## src/rtl/fft_pkg.sv

```systemverilog
// Shared types and helpers for the FFT frame sequencer.
// Holds the sequencer state encoding and index-width helper.
package fft_pkg;

  typedef enum logic [1:0] {
    IDLE        = 2'd0,
    WAIT_CREDIT = 2'd1,
    STREAM      = 2'd2
  } seq_state_t;

  // Credit counter width; covers MaxOutstanding up to 15.
  localparam int CREDIT_W = 4;

  function automatic int idx_w(input int n);
    return (n > 1) ? $clog2(n) : 1;
  endfunction

endpackage

```

## src/rtl/fft_credit_counter.sv

```systemverilog
// Frames-in-flight counter for the FFT core.
// take = frame handed to the core, give = frame retired at its source.
module fft_credit_counter
  import fft_pkg::*;
#(
  parameter int MaxOutstanding = 2
) (
  input  logic                clk,
  input  logic                reset,
  input  logic                take,
  input  logic                give,
  output logic [CREDIT_W-1:0] outstanding,
  output logic                avail
);

  localparam logic [CREDIT_W:0] MAX_C = MaxOutstanding[CREDIT_W:0];

  logic give_eff;
  logic take_eff;

  // A retire with nothing in flight is spurious and dropped.
  assign give_eff = give && (outstanding != '0);
  assign take_eff = take &&
                    (({1'b0, outstanding} < MAX_C) || give_eff);
  assign avail    = {1'b0, outstanding} < MAX_C;

  // Net credit change; simultaneous take and give cancel out.
  always_ff @(posedge clk or posedge reset) begin
    if (reset) begin
      outstanding <= '0;
    end else if (take_eff && !give_eff) begin
      outstanding <= outstanding + 1'b1;
    end else if (give_eff && !take_eff) begin
      outstanding <= outstanding - 1'b1;
    end
  end

endmodule

```

## src/rtl/fft_frame_sequencer.sv

```systemverilog
// Frames a sample stream into NSamples-long FFT frames, credit-limited.
// Optional FFT_SEQ_STATS_EN adds stall/starve cycle counters.
module fft_frame_sequencer
  import fft_pkg::*;
#(
  parameter int W              = 16,
  parameter int NSamples       = 1024,
  parameter int MaxOutstanding = 2
) (
  input  logic         clk,
  input  logic         reset,
  input  logic         enable,
  input  logic [W-1:0] in_data,
  input  logic         in_valid,
  output logic         in_ready,
  output logic [W-1:0] fft_sink_data,
  output logic         fft_sink_valid,
  input  logic         fft_sink_ready,
  output logic         fft_sink_sop,
  output logic         fft_sink_eop,
  input  logic         fft_source_eop,
  output logic         busy,
  output logic [15:0]  frame_count
`ifdef FFT_SEQ_STATS_EN
  ,
  output logic [31:0]  stall_cycles,
  output logic [31:0]  starve_cycles
`endif
);

  localparam int IW = idx_w(NSamples);
  localparam logic [IW-1:0] LAST = IW'(NSamples - 1);
  localparam logic [CREDIT_W:0] MAX_C = MaxOutstanding[CREDIT_W:0];

  seq_state_t          state;
  logic [IW-1:0]       idx;
  logic [CREDIT_W-1:0] outstanding;
  logic                avail;
  logic                in_stream;
  logic                xfer;
  logic                eop_xfer;
  logic                retire;
  logic [CREDIT_W:0]   occ_after;
  logic                room_after;

  assign in_stream      = (state == STREAM);
  assign fft_sink_data  = in_data;
  assign fft_sink_valid = in_valid && in_stream;
  assign in_ready       = fft_sink_ready && in_stream;
  assign xfer           = in_valid && in_ready;
  assign fft_sink_sop   = fft_sink_valid && (idx == '0);
  assign fft_sink_eop   = fft_sink_valid && (idx == LAST);
  assign eop_xfer       = xfer && (idx == LAST);
  assign busy           = (state != IDLE);

  // Occupancy after this frame's eop, counting a retire in the same
  // cycle, so a returning credit keeps frames back-to-back.
  assign retire     = fft_source_eop && (outstanding != '0);
  assign occ_after  = {1'b0, outstanding} + 1'b1
                    - {{CREDIT_W{1'b0}}, retire};
  assign room_after = occ_after < MAX_C;

  fft_credit_counter #(
    .MaxOutstanding(MaxOutstanding)
  ) u_credit (
    .clk        (clk),
    .reset      (reset),
    .take       (eop_xfer),
    .give       (fft_source_eop),
    .outstanding(outstanding),
    .avail      (avail)
  );

  // Sequencer: frames only start or stop at frame boundaries.
  always_ff @(posedge clk or posedge reset) begin
    if (reset) begin
      state <= IDLE;
    end else begin
      unique case (1'b1)
        (state == IDLE): begin
          if (enable && avail)
            state <= STREAM;
          else if (enable)
            state <= WAIT_CREDIT;
        end
        (state == WAIT_CREDIT): begin
          if (!enable)
            state <= IDLE;
          else if (avail)
            state <= STREAM;
        end
        (state == STREAM): begin
          if (eop_xfer) begin
            if (enable && room_after)
              state <= STREAM;
            else if (enable)
              state <= WAIT_CREDIT;
            else
              state <= IDLE;
          end
        end
        default: state <= IDLE;
      endcase
    end
  end

  // Sample index within the current frame.
  always_ff @(posedge clk or posedge reset) begin
    if (reset)
      idx <= '0;
    else if (xfer)
      idx <= (idx == LAST) ? '0 : idx + 1'b1;
  end

  // Completed-frame counter, wraps naturally at 16 bits.
  always_ff @(posedge clk or posedge reset) begin
    if (reset)
      frame_count <= '0;
    else if (eop_xfer)
      frame_count <= frame_count + 16'd1;
  end

`ifdef FFT_SEQ_STATS_EN
  // Saturating stall and starve cycle counters.
  always_ff @(posedge clk or posedge reset) begin
    if (reset) begin
      stall_cycles  <= '0;
      starve_cycles <= '0;
    end else begin
      if (state == WAIT_CREDIT && in_valid && stall_cycles != '1)
        stall_cycles <= stall_cycles + 32'd1;
      if (in_stream && !in_valid && starve_cycles != '1)
        starve_cycles <= starve_cycles + 32'd1;
    end
  end
`endif

endmodule

```

## config.mk

```make
export PLATFORM = sky130hd
export DESIGN_NAME = fft_frame_sequencer
export DESIGN_NICKNAME = d
export VERILOG_FILES = /design/src/rtl/fft_pkg.sv /design/src/rtl/fft_credit_counter.sv /design/src/rtl/fft_frame_sequencer.sv
export SDC_FILE = /design/constraint.sdc
export NUM_CORES = 1
export LEC_CHECK = 0
export CORE_MARGIN = 1
export CORE_UTILIZATION = 42
export DETAILED_ROUTE_END_ITERATION = 10
export PLACE_DENSITY = 0.76
export REMOVE_ABC_BUFFERS = 1
export SYNTH_ARGS = -nofsm -noshare
export SYNTH_HDL_FRONTEND = slang
export SYNTH_HIERARCHICAL = 1
export SYNTH_SLANG_ARGS = --single-unit
```

## constraint.sdc

```tcl
create_clock -name clk -period 2.95 [get_ports clk]
set_clock_uncertainty 0.1 [all_clocks]
set_input_delay 0.4425 -clock clk [delete_from_list [all_inputs] [get_ports clk]]
set_output_delay 0.4425 -clock clk [all_outputs]
set_load 0.01 [all_outputs]
```

# Yosys cells after proc, flatten, opt, wreduce, memory -nomap -nowiden
# Cells that the tools add are included.
# word_totals
out_inout_bits	37
regBits	32
# classes
mux	11
eq_ne	6
reduce_logical	21
n_lt_le_gt_ge	2
n_addsub	6
# op_table
operator	n
$add A16 B1 Y16 const B	1
$logic_and A1 B1 Y1	12
$mux W2	6
$add A10 B1 Y10 const B	1
$eq A10 B10 Y1 const B	1
$logic_not A10 Y1	1
$mux W10	1
$mux W4	2
$pmux W2 S3	1
$add A4 B1 Y5 const B	1
$lt A5 B2 Y1 const B	1
$sub A5 B1 Y5	1
$add A4 B1 Y4 const B	1
$lt A4 B2 Y1 const B	1
$reduce_bool A2 Y1	2
$reduce_bool A4 Y1	1
$sub A4 B1 Y4 const B	1
$ne A3 B2 Y1 const B	1
$ne A3 B3 Y1 const B	1
$reduce_and A3 Y1	1
$eq A2 B1 Y1 const B	1
$eq A2 B2 Y1 const B	1
$logic_not A1 Y1	2
$logic_not A2 Y1	1
3 further kinds	3

# Longest topological paths before layout
# depth
word_depth	9
depth_mapped	13
depth_no_buf	11

# Modules after synthesis
# Netlist, hierarchy kept.
# modules_own_cells
module	instances	cells_each	area_each_um2
fft_frame_sequencer	1	164	1621.6
fft_credit_counter	1	31	329.1

# Least setup slack after synthesis
# No wires, ideal clock.
# synth_timing
path_type	register -> register
from	register idx[0]
to	register u_credit.outstanding[3]
path_stages_with_launch	14
path_buffers	2
required_time_ns	2.720
arrival_ns	2.777
path_slack_ns	-0.058
setup_time_ns	0.130
cell_sequence	dfrtp_1 ha_1 nand2_1 or4_1 buf_2 inv_2 buf_6 o21a_1 ha_1 inv_1 ha_1 or4_1 nand3_1 o221ai_2
# synth_via
elab_chain_len	6
word_cells_on_any_way	8
classes_between	eq/ne: 1; mux: 1; reduce/logical: 6
# synth_lines
item	line	text
start: declaration	fft_frame_sequencer.sv:36	logic [IW-1:0] idx;
start signal: assignment	fft_frame_sequencer.sv:112	idx <= (idx == LAST) ? '0 : idx + 1'b1;
$eq A10 B10 Y1 (*)	fft_frame_sequencer.sv:53	assign eop_xfer = xfer && (idx == LAST);
$logic_and A1 B1 Y1 (*)	fft_frame_sequencer.sv:53	
via eop_xfer	fft_frame_sequencer.sv:41	logic eop_xfer;
$logic_and A1 B1 Y1 (*)	fft_credit_counter.sv:23	assign take_eff = take &&
$logic_not A1 Y1	fft_credit_counter.sv:33	end else if (give_eff && !take_eff) begin
$logic_and A1 B1 Y1	fft_credit_counter.sv:33	
$reduce_bool A2 Y1 (no source line)	--	
end signal: assignment	fft_credit_counter.sv:32	outstanding <= outstanding + 1'b1;
end signal: assignment	fft_credit_counter.sv:34	outstanding <= outstanding - 1'b1;
end: declaration	fft_credit_counter.sv:12	output logic [CREDIT_W-1:0] outstanding,
# Mark *: on every way through the listed nets, which the timed path passes. The rest lies on a longest branch.
# A chain may end at the register's enable or synchronous reset.

# Final worst setup path
# layout_timing
from	input port in_valid
to	register u_credit.outstanding[3]
# layout_via
elab_chain_len	6
word_cells_on_any_way	8
classes_between	mux: 1; reduce/logical: 7
# layout_lines
item	line	text
start: declaration	fft_frame_sequencer.sv:14	input logic in_valid,
$logic_and A1 B1 Y1 (*)	fft_frame_sequencer.sv:50	assign xfer = in_valid && in_ready;
$logic_and A1 B1 Y1 (*)	fft_frame_sequencer.sv:53	
$logic_and A1 B1 Y1 (*)	fft_credit_counter.sv:23	
$logic_not A1 Y1	fft_credit_counter.sv:33	
$logic_and A1 B1 Y1	fft_credit_counter.sv:33	
$reduce_bool A2 Y1 (no source line)	--	
# Mark *: on every way between the ends. The rest lies on a longest branch, timed or not.

==> impl_metrics.json <==
{
  "status": "completed",
  "overflow": 0,
  "hold_buffers": 0,
  "cts_buffers": 5,
  "grt_pass1_vias": 1354,
  "post-route-min-period_ps": 2782,
  "dp_cells": 263,
  "drv_cap": 0,
  "leakagePower_nw": 1.051,
  "clock-sinks": 32,
  "crit_type": "in2reg",
  "cts-htree-levels": 2,
  "mostFrequentLayoutCells": "32 x dfrtp_1, 26 x clkdlybuf4s50_1, 17 x nand2_1, 14 x xnor2_1, 13 x inv_1",
  "cts_tree": "built",
  "synth.distinct_cells": 46,
  "antenna_found_initial": 0,
  "chipWidth_um": 70.15,
  "io_buffer_count": 26,
  "ioPinCount": 59,
  "via_per_inst": 5.258,
  "cts.clk_slew.worst_paths_ps": 70,
  "row_count": 24,
  "drive_gt1_frac": 0.1370,
  "grt.total_usage": 0.1632,
  "seq_area_frac_synth": 0.4105,
  "postCtsSetupBuffers": 0,
  "fin_tns_setup_ps": 0,
  "path_max_fanout": 5,
  "gp_congestion": 0.8223,
  "endpoint_kind": "register",
  "synth-async-reset-ratio": 1.000,
  "postCtsResizedCells": 0,
  "synthFlopType": "dfrtp_1",
  "drv_slew": 0,
  "drc": 0,
  "critPathArrivalTime_ps": 2840,
  "clock.fmax_mhz": 359.4,
  "fin_crit_sh": 0.9432,
  "postRouteAntennaNets": 0,
  "ys_ff_latch": 32,
  "dr.pass1.iters": 4,
  "routed_wl_um": 3768,
  "final_common_cell": "dfrtp_1",
  "finalNonFillerCells": 271,
  "rsz0062_at_grt": "no",
  "synth_enable_flop_cells": 0,
  "grt_pass1_wl_um": 6327,
  "die_h_um": 70.15,
  "hold_viol": 0,
  "vias": 1425,
  "setup_slack_ps": 167.7,
  "p_per_area_nw_per_um2": 435.9,
  "place_ws_ps": -230.9,
  "cts_buffer_depth": 2,
  "post-route-util": 0.5241,
  "synth_area_um2": 1951,
  "syn_area_per_cell_um2": 10.00,
  "cts_root_buf": "clkbuf_8",
  "diodes": 0,
  "required_ps": 3010,
  "worst_hold_path_type": "in2async",
  "dp_hpwl_um": 2821,
  "critPathLaunchType": "input pin",
  "tightest_slew_ps": 505.0,
  "irDropWorstVdd_mv": 0.1949,
  "dieArea_um2": 4921,
  "netlist_instances": 195,
  "fin_nets": 252,
  "wl_per_cell_um": 13.90,
  "area_growth_pct": 18.60,
  "core_area_um2": 4414,
  "setup_violations": 0,
  "slew_headroom": 0.6607,
  "ys_warn_count": 6,
  "grt_max_degree": 29,
  "start_util": 0.4419,
  "drt-initial-drc-count": 87,
  "clkLatencyLatePin_ps": 280
}
## critical path: stages
cell,delay [ps]
clkdlybuf4s50_1,480
nand4b_1,110
or4_4,500
inv_2,70
o21a_1,120
ha_1,160
inv_1,80
ha_2,200
or4_1,470
nand3_1,110
o221ai_2,90
## layout make-up
cell class	count	area, µm²
Timing Repair Buffer	36	335.3
Clock inverter	2	35.03
Multi-Input combinational cell	129	952.2
Tap cell	52	65.06
Sequential cell	32	800.8
Clock buffer	6	72.57
Fill cell	386	2101
Inverter	14	52.55
## Yosys cell counts, types with 4 or more instances
library cell / count / area [µm²]
buf_4: 16 / 120.1
dfrtp_1: 32 / 800.8
ha_1: 11 / 137.6
inv_1: 13 / 48.80
nand2_1: 17 / 63.81
nand3_1: 7 / 35.03
nand4_1: 7 / 43.79
nor2_1: 9 / 33.78
nor3_1: 8 / 40.04
or3_1: 4 / 25.02
xnor2_1: 14 / 122.6
xor2_1: 9 / 78.83
## kinds of logic (layout without fill, tap and decap cells)
| family | after synthesis | after routing | share of synthesized area |
|---|---|---|---|
| buffers and inverters | 34 | 58 | 0.1046 |
| adder cells (fa/ha/maj) | 12 | 12 | 0.08082 |
| flip-flops | 32 | 32 | 0.4105 |
| XOR/XNOR | 24 | 24 | 0.1116 |
| AND/OR/NAND/NOR | 73 | 73 | 0.2065 |
| AO/OA/AOI/OAI | 15 | 15 | 0.05902 |
| multiplexers | 5 | 5 | 0.02694 |
## metrics by stage
stage	total power, mW	instance area (µm²)	hold WS (ps)
3_5_place_dp	0.6061	2200	365.9
2_1_floorplan	0.5641	1799	108.6
5_1_grt	1.046	2313	289.9
6_report	1.008	2313	273.4
3_3_place_gp	0.6007	2200	360.4
4_1_cts	1.018	2307	274.1
## routing by layer
metal  routed length [µm]  vias to the layer above  track usage
li1                     -                      697            -
met1                 1775                      671       0.2174
met2                 1623                       51       0.2350
met3                  327                        6      0.07937
met4                   40                        0      0.04667
met5                    0                        -            0
## sequential cells by signal, indices dropped and copies added (netlist names)
signal and cells:
state 2, frame_count 16, u_credit/outstanding 4, idx 10
## final timing paths
path	startpoint	to	slack, ps	cells past startpoint
max in group asynchronous	reset	idx[5]	2030	3
min in group clk	frame_count[15]	frame_count[15]	370	1
setup reg to reg	idx[0]	u_credit/outstanding[3]	220	11
hold reg to reg	frame_count[15]	frame_count[15]	370	1
setup / recovery	in_valid	u_credit/outstanding[3]	170	11
hold / removal	reset	u_credit/outstanding[0]	270	2
## power by group
part / switching [mW] / internal (mW)
clock network: 0.160 / 0.250
registers: 0.0362 / 0.467
logic: 0.0485 / 0.0456
Power figures use the tool's default switching activity.
